### config.mk
export PLATFORM = sky130hd
export DESIGN_NAME = el2_dec_trigger_ctl
export DESIGN_NICKNAME = d
export VERILOG_FILES = /design/src/rtl/el2_dec_trigger_ctl.sv
export SDC_FILE = /design/constraint.sdc
export NUM_CORES = 1
export LEC_CHECK = 0
export CORE_UTILIZATION = 30
export CTS_BUF_LIST = sky130_fd_sc_hd__clkbuf_16
export CTS_CLUSTER_SIZE = 25
export DETAILED_ROUTE_END_ITERATION = 16
export GPL_TIMING_DRIVEN = 1
export SYNTH_ARGS = -nofsm -noshare
export SYNTH_HDL_FRONTEND = slang
export SYNTH_SLANG_ARGS = --single-unit
### constraint.sdc
create_clock -name clk -period 3.55 [get_ports clk]
set_input_delay 0.71 -clock clk [delete_from_list [all_inputs] [get_ports clk]]
set_output_delay 0.71 -clock clk [all_outputs]
set_load 0.01 [all_outputs]
### src/rtl/el2_dec_trigger_ctl.sv
// el2_dec_trigger_ctl: decode-stage trigger qualification, chaining and
// hit handshake toward the TLU, with per-trigger re-arm delay.
//
// Ports:
//   clk, rst         core clock, synchronous active-high reset
//   trig_match_raw   per-trigger raw match from the trigger datapath
//   trig_chain       bit0 chains triggers 0-1, bit2 chains triggers 2-3
//   trig_action      per-trigger action (0 breakpoint, 1 debug halt)
//   trig_cfg_wr      per-trigger tdata1/tdata2 write strobe
//   dec_valid_d      decode-stage instruction valid
//   dbg_mode         core is in debug mode
//   hit_ack          TLU accepts the pending hit
//   hit_req          hit pending to TLU
//   hit_vec          captured trigger hits
//   hit_halt         captured hit requests a debug halt
//   stall_d          hold decode while a hit is pending or halted
//   trig_armed       per-trigger armed status
module el2_dec_trigger_ctl #(
   parameter int unsigned ARM_DELAY = 2
) (
   input  logic       clk,
   input  logic       rst,
   input  logic [3:0] trig_match_raw,
   input  logic [3:0] trig_chain,
   input  logic [3:0] trig_action,
   input  logic [3:0] trig_cfg_wr,
   input  logic       dec_valid_d,
   input  logic       dbg_mode,
   input  logic       hit_ack,
   output logic       hit_req,
   output logic [3:0] hit_vec,
   output logic       hit_halt,
   output logic       stall_d,
   output logic [3:0] trig_armed
);

   localparam logic [2:0] ARM_LD = 3'(ARM_DELAY);

   typedef enum logic [1:0] {
      S_IDLE   = 2'd0,
      S_PEND   = 2'd1,
      S_HALTED = 2'd2
   } state_t;

   state_t          state_q, state_d;
   logic [3:0][2:0] cnt_q, cnt_d;
   logic [3:0]      hit_vec_q, hit_vec_d;
   logic            hit_halt_q, hit_halt_d;
   logic            dbg_mode_q;

   logic [3:0]      qual;
   logic [3:0]      eff;
   logic            dbg_fall;
   logic            pair01;
   logic            pair23;

   // Odd chain bits have no partner trigger.
   logic            unused_chain;
   assign unused_chain = trig_chain[1] ^ trig_chain[3];

   // Arm counters: a config write (re)loads the delay, then counts
   // down; the trigger is armed only once the count reaches zero.
   always_comb begin
      cnt_d      = cnt_q;
      trig_armed = 4'h0;
      for (int i = 0; i < 4; i++) begin
         trig_armed[i] = (cnt_q[i] == 3'd0);
         if (trig_cfg_wr[i]) begin
            cnt_d[i] = ARM_LD;
         end else if (cnt_q[i] != 3'd0) begin
            cnt_d[i] = cnt_q[i] - 3'd1;
         end
      end
   end

   // A same-cycle config write always suppresses its own trigger.
   assign qual = trig_match_raw
               & trig_armed
               & ~trig_cfg_wr
               & {4{dec_valid_d & ~dbg_mode}};

   assign pair01 = qual[0] & qual[1];
   assign pair23 = qual[2] & qual[3];

   always_comb begin
      eff = qual;
      if (trig_chain[0]) begin
         eff[0] = pair01;
         eff[1] = pair01;
      end
      if (trig_chain[2]) begin
         eff[2] = pair23;
         eff[3] = pair23;
      end
   end

   assign dbg_fall = dbg_mode_q & ~dbg_mode;

   // Matches outside IDLE are dropped; the capture registers
   // only change on an IDLE -> PEND transition.
   always_comb begin
      state_d    = state_q;
      hit_vec_d  = hit_vec_q;
      hit_halt_d = hit_halt_q;
      unique case (state_q)
         S_IDLE: begin
            if (|eff) begin
               state_d    = S_PEND;
               hit_vec_d  = eff;
               hit_halt_d = |(eff & trig_action);
            end
         end
         S_PEND: begin
            if (hit_ack) begin
               state_d = hit_halt_q ? S_HALTED : S_IDLE;
            end
         end
         S_HALTED: begin
            if (dbg_fall) begin
               state_d = S_IDLE;
            end
         end
         default: begin
            state_d = S_IDLE;
         end
      endcase
   end

   always_ff @(posedge clk) begin
      if (rst) begin
         state_q    <= S_IDLE;
         cnt_q      <= '0;
         hit_vec_q  <= 4'h0;
         hit_halt_q <= 1'b0;
         dbg_mode_q <= 1'b0;
      end else begin
         state_q    <= state_d;
         cnt_q      <= cnt_d;
         hit_vec_q  <= hit_vec_d;
         hit_halt_q <= hit_halt_d;
         dbg_mode_q <= dbg_mode;
      end
   end

   // Handshake outputs come straight from the state register.
   assign hit_req  = (state_q == S_PEND);
   assign stall_d  = (state_q != S_IDLE);
   assign hit_vec  = hit_vec_q;
   assign hit_halt = hit_halt_q;

endmodule

Yosys cells after proc, flatten, opt, wreduce, memory -nomap -nowiden
Index checks and enable logic that the tools add are counted.

storage, ports and cells
  input bits = 21
  output and inout port bits = 11
  register bits = 20
  bits in writable memories = 0
  memories = 0
  bits in latches = 0
  ROM bits = 0

operators by class
  divide/modulo/power cells = 0
  reductions and logical operators = 22
  eq/ne operators = 5
  muxes and demuxes = 15
  $add $sub $neg = 4
  magnitude comparators = 0
  shifts and indexed selects = 0
  multiply operators = 0
  bitwise logic cells = 10

operators by type and width
  kind                   number
  $mux W2                14
  $and A4 B4 Y4          4
  $logic_not A3 Y1       4
  $reduce_bool A3 Y1     4
  $sub A3 B1 Y3 const B  4
  $reduce_bool A2 Y1     5
  $reduce_or A2 Y1       4
  $reduce_or A4 Y1       2
  $ne A2 B2 Y1 const B   3
  $pmux W2 S3            1
  $and A1 B1 Y1          4
  $not A4 Y4             1
  $reduce_and A3 Y1      1
  $eq A2 B1 Y1 const B   1
  $eq A2 B2 Y1 const B   1
  $logic_not A2 Y1       1
  $reduce_and A2 Y1      1
  $not A1 Y1             1

Logic depth before layout (Yosys ltp)
  depth in word-level cells = 9
  gate-level depth with buffers = 5
  mapped depth without buffers = 5

Worst setup path after synthesis
OpenSTA, ideal clock, no wires.

  kind = input -> register
  start = in dec_valid_d
  end = reg hit_halt_q (netlist: hit_halt)
  arrival = 1.715 ns
  stages = 5
  setup slack = 1.702 ns
  required time = 3.417 ns
  path through = nor2b_2 > and4b_1 > maj3_2 > a211oi_1 > a211oi_2

on the way
  longest elaborated chain between the ends = 6

ends and longest elaborated chain
  what                                                   line      text
  start, declared                                        27        input logic dec_valid_d,
  $and A1 B1 Y1 (*)                                      80        & {4{dec_valid_d & ~dbg_mode}};
  $and A4 B4 Y4 (*)                                      80
  $and A1 B1 Y1 (on tied branches)                       82, 83
  $mux W2 (on tied branches)                             87, 91
  $and A4 B4 Y4 or $reduce_or A4 Y1 (tied branches)      110, 107
  $reduce_or A4 Y1 or $reduce_and A2 Y1 (tied branches)  -
  end signal, assigned                                   140       hit_halt_q <= hit_halt_d;
  end, declared                                          48        logic hit_halt_q, hit_halt_d;

Mark *: on every way between the ends. The rest lies on a longest branch, timed or not.
A chain may end at the register's enable or synchronous reset.

Final worst setup path
  start = reg cnt_q[6] in the netlist's numbering
  end = out trig_armed[2]

on the way
  longest elaborated chain between the ends = 1

ends and longest elaborated chain
  what                    line  text
  start, declared         46    logic [3:0][2:0] cnt_q, cnt_d;
  start signal, assigned  138   cnt_q <= cnt_d;
  $logic_not A3 Y1        67    trig_armed[i] = (cnt_q[i] == 3'd0);
  end, declared           34    output logic [3:0] trig_armed

Every way passes these cells.

==> summary.txt <==
Pwr
  – Power Dens Cells: 386 nW/um2
  – LEAKAGE: 0.518 nW
  – Power Total: 0.000545 W
  – Peak supply drop: 143 uV

Clock tree
  – CTS tree: built
  – # hold bufs at CTS: 0
  – CTS resizes: 0
  – Clk pin slew, worst setup/hold paths: 0.05 ns
  – Htree depth: 1
  – CTS buffer count: 3
  – Clk Latency, worst-skew pair: 0.25 ns
  – Clock Path Buffers: 2
  – Post-CTS Setup Inserts: 0
  – Clock Sinks: 20
  – CTS root buffer: clkbuf_16

Die
  – Chip Height: 59.7 um
  – FP Rows: 20
  – Die width: 59.7 um
  – Initial Util: 32.2%
  – Core box area: 3100 um2
  – Number of top-level pins: 32
  – Die area: 3560 um2

STA
  – # setup viols final: 0
  – WHS: 0.485 ns
  – Clock Skews: 0.00124 ns
  – Fmax: 450 MHz
  – Worst rel slew slack: 49.9%
  – Max-slew violations: 0
  – Setup TNS: 0 ns
  – Worst Tran Pin Value: 0.749 ns
  – Min Tclk post-route: 2.22 ns
  – Final period util: 62.6%
  – RSZ-0062 raised after global routing: no
  – Final hold violations: 0

Setup path
  – Worst Path Arrival: 1.51 ns
  – Critical Path RT: 2.84 ns
  – Startpoint types: flop
  – Crit Path Max Fanout: 6
  – Setup crit end kind: output pin
  – Setup CP Type: reg2out

Cells and area
  – Register Area: 400 um2
  – Layout cells sized above 1: 12.8%
  – Syn-to-layout area delta: 41.4%
  – Fillers: 317
  – Multi-input gate area: 568 um2
  – # nets final: 156
  – # diodes: 0

Logic synthesis
  – Unique masters post-synth: 34
  – Area leader, netlist: dfxtp_1
  – Synth Instances: 103
  – Warnings from Yosys: 0
  – Synth Net Count: 124
  – Post-synth top area share: 40.1%
  – Post-synthesis sequential area ratio: 40.1%
  – Asr flop ratio synth: 0%
  – Syn_area_per_cell: 9.69 um2
  – Synthesized flop and latch total: 20
  – Top-count cell post-synth: dfxtp_1
  – Mapped Area: 998 um2
  – Top FF cell, synth: dfxtp_1
  – Number of synthesized flops with an enable pin: 0
  – Post-synth top cells: dfxtp_1, a21oi_1, inv_1, nand2_1, nor2_1
  – Synth area leaders: dfxtp_1, a21oi_1, nor3_4

Drt
  – Via Count: 906
  – Drt drc: 0
  – Drt pass-1 iters: 4
  – Total Wirelength: 2320 um
  – 1st-iter DRT viols: 36
  – Routed vias/inst: 5.12
  – Drt wl/cell: 13.1 um
  – DRT antenna net count: 0

GRT
  – First-pass GRT wire length: 3760 um
  – Grt ovf: 0
  – Tot GR Track Use: 14.6%
  – Vias in the first global route: 893
  – Pin count of the biggest net entering global routing: 21
  – Initial antenna violation count: 0

Placement
  – Gp weighted congestion: 0.767
  – Buffers on Ports: 29
  – DPL Wire Length: 1770 um

Flow run
  – Max-Cap Viols: 0

Status
  – Status: complete, no violations

Worst hold path
  – Hold Path Class: reg2reg
## metrics by stage
stage                     cell area, um2  cells  utilization (%)  setup WS [ns]
final                               1410    177             45.5           1.33
after global routing                1410    177             45.5           1.22
after CTS                           1410    177             45.5           1.32
after detailed placement            1340    174             43.1           1.09
after global placement              1340    174             43.1           1.10
after floorplan                      998    103                -           1.70
## final cells by class
class | instances | share of cell area [%]
flip-flops and latches | 20 | 28.4
clock buffers | 3 | 5.32
inverters | 6 | 1.60
repair buffers | 29 | 20.6
well taps | 44 | 3.90
multi-input cells | 75 | 40.2
## sequential cells by signal, summed over array words and instances (netlist names)
name and flops:
state_q 2, cnt_q 12, hit_vec 4, dbg_mode_q 1, hit_halt 1
## worst paths after layout
kind	startpoint	endpoint	slack [ns]	cells past startpoint
worst max-delay path	cnt_q[6]	trig_armed[2]	1.33	2
worst max register to register	cnt_q[3]	hit_vec[1]	1.99	5
worst min-delay path	hit_vec[2]	hit_vec[2]	0.48	2
worst min register to register	hit_vec[2]	hit_vec[2]	0.48	2
## critical path, cell delays in order, from the launching register on
cell and delay [ns]:
dfxtp_1 0.35, nor3_4 0.31, clkdlybuf4s50_1 0.60
## where the power goes
part | internal, W | switching, W | total (W) | leakage (nW)
clock network | 0.000148 | 0.0000773 | 0.000226 | 0.0370
registers | 0.000232 | 0.00000740 | 0.000239 | 0.163
logic | 0.0000437 | 0.0000364 | 0.0000801 | 0.318
total | 0.000424 | 0.000121 | 0.000545 | 0.518
## layout by cell type (no fill, tap or decap), drive strengths merged, types with 4 or more instances in the layout
master / instances
o211ai: 6
dfxtp: 20
clkdlybuf4s50: 29
a21oi: 17
nand2: 6
nor4b: 4
nor3: 4
nor4: 4
nor2: 7
inv: 6
## cell families (layout without fill, tap and decap cells)
family / count (synthesis) / count (layout) / synth area share (%)
AND/OR/NAND/NOR: 39 / 39 / 31.2
AO/OA/AOI/OAI: 33 / 33 / 22.3
flip-flops: 20 / 20 / 40.1
buffers and inverters: 8 / 38 / 3.01
adder cells (fa/ha/maj): 3 / 3 / 3.38
## per-layer routing
layer	vias to the layer above	GRT usage [%]	share of wire, %
met3	5	3.25	4.3
li1	458	-	-
met5	-	0	0
met2	23	24.4	49
met1	420	17.0	44
met4	0	8.31	2.3
No activity file was read; power rests on OpenSTA's default activity.
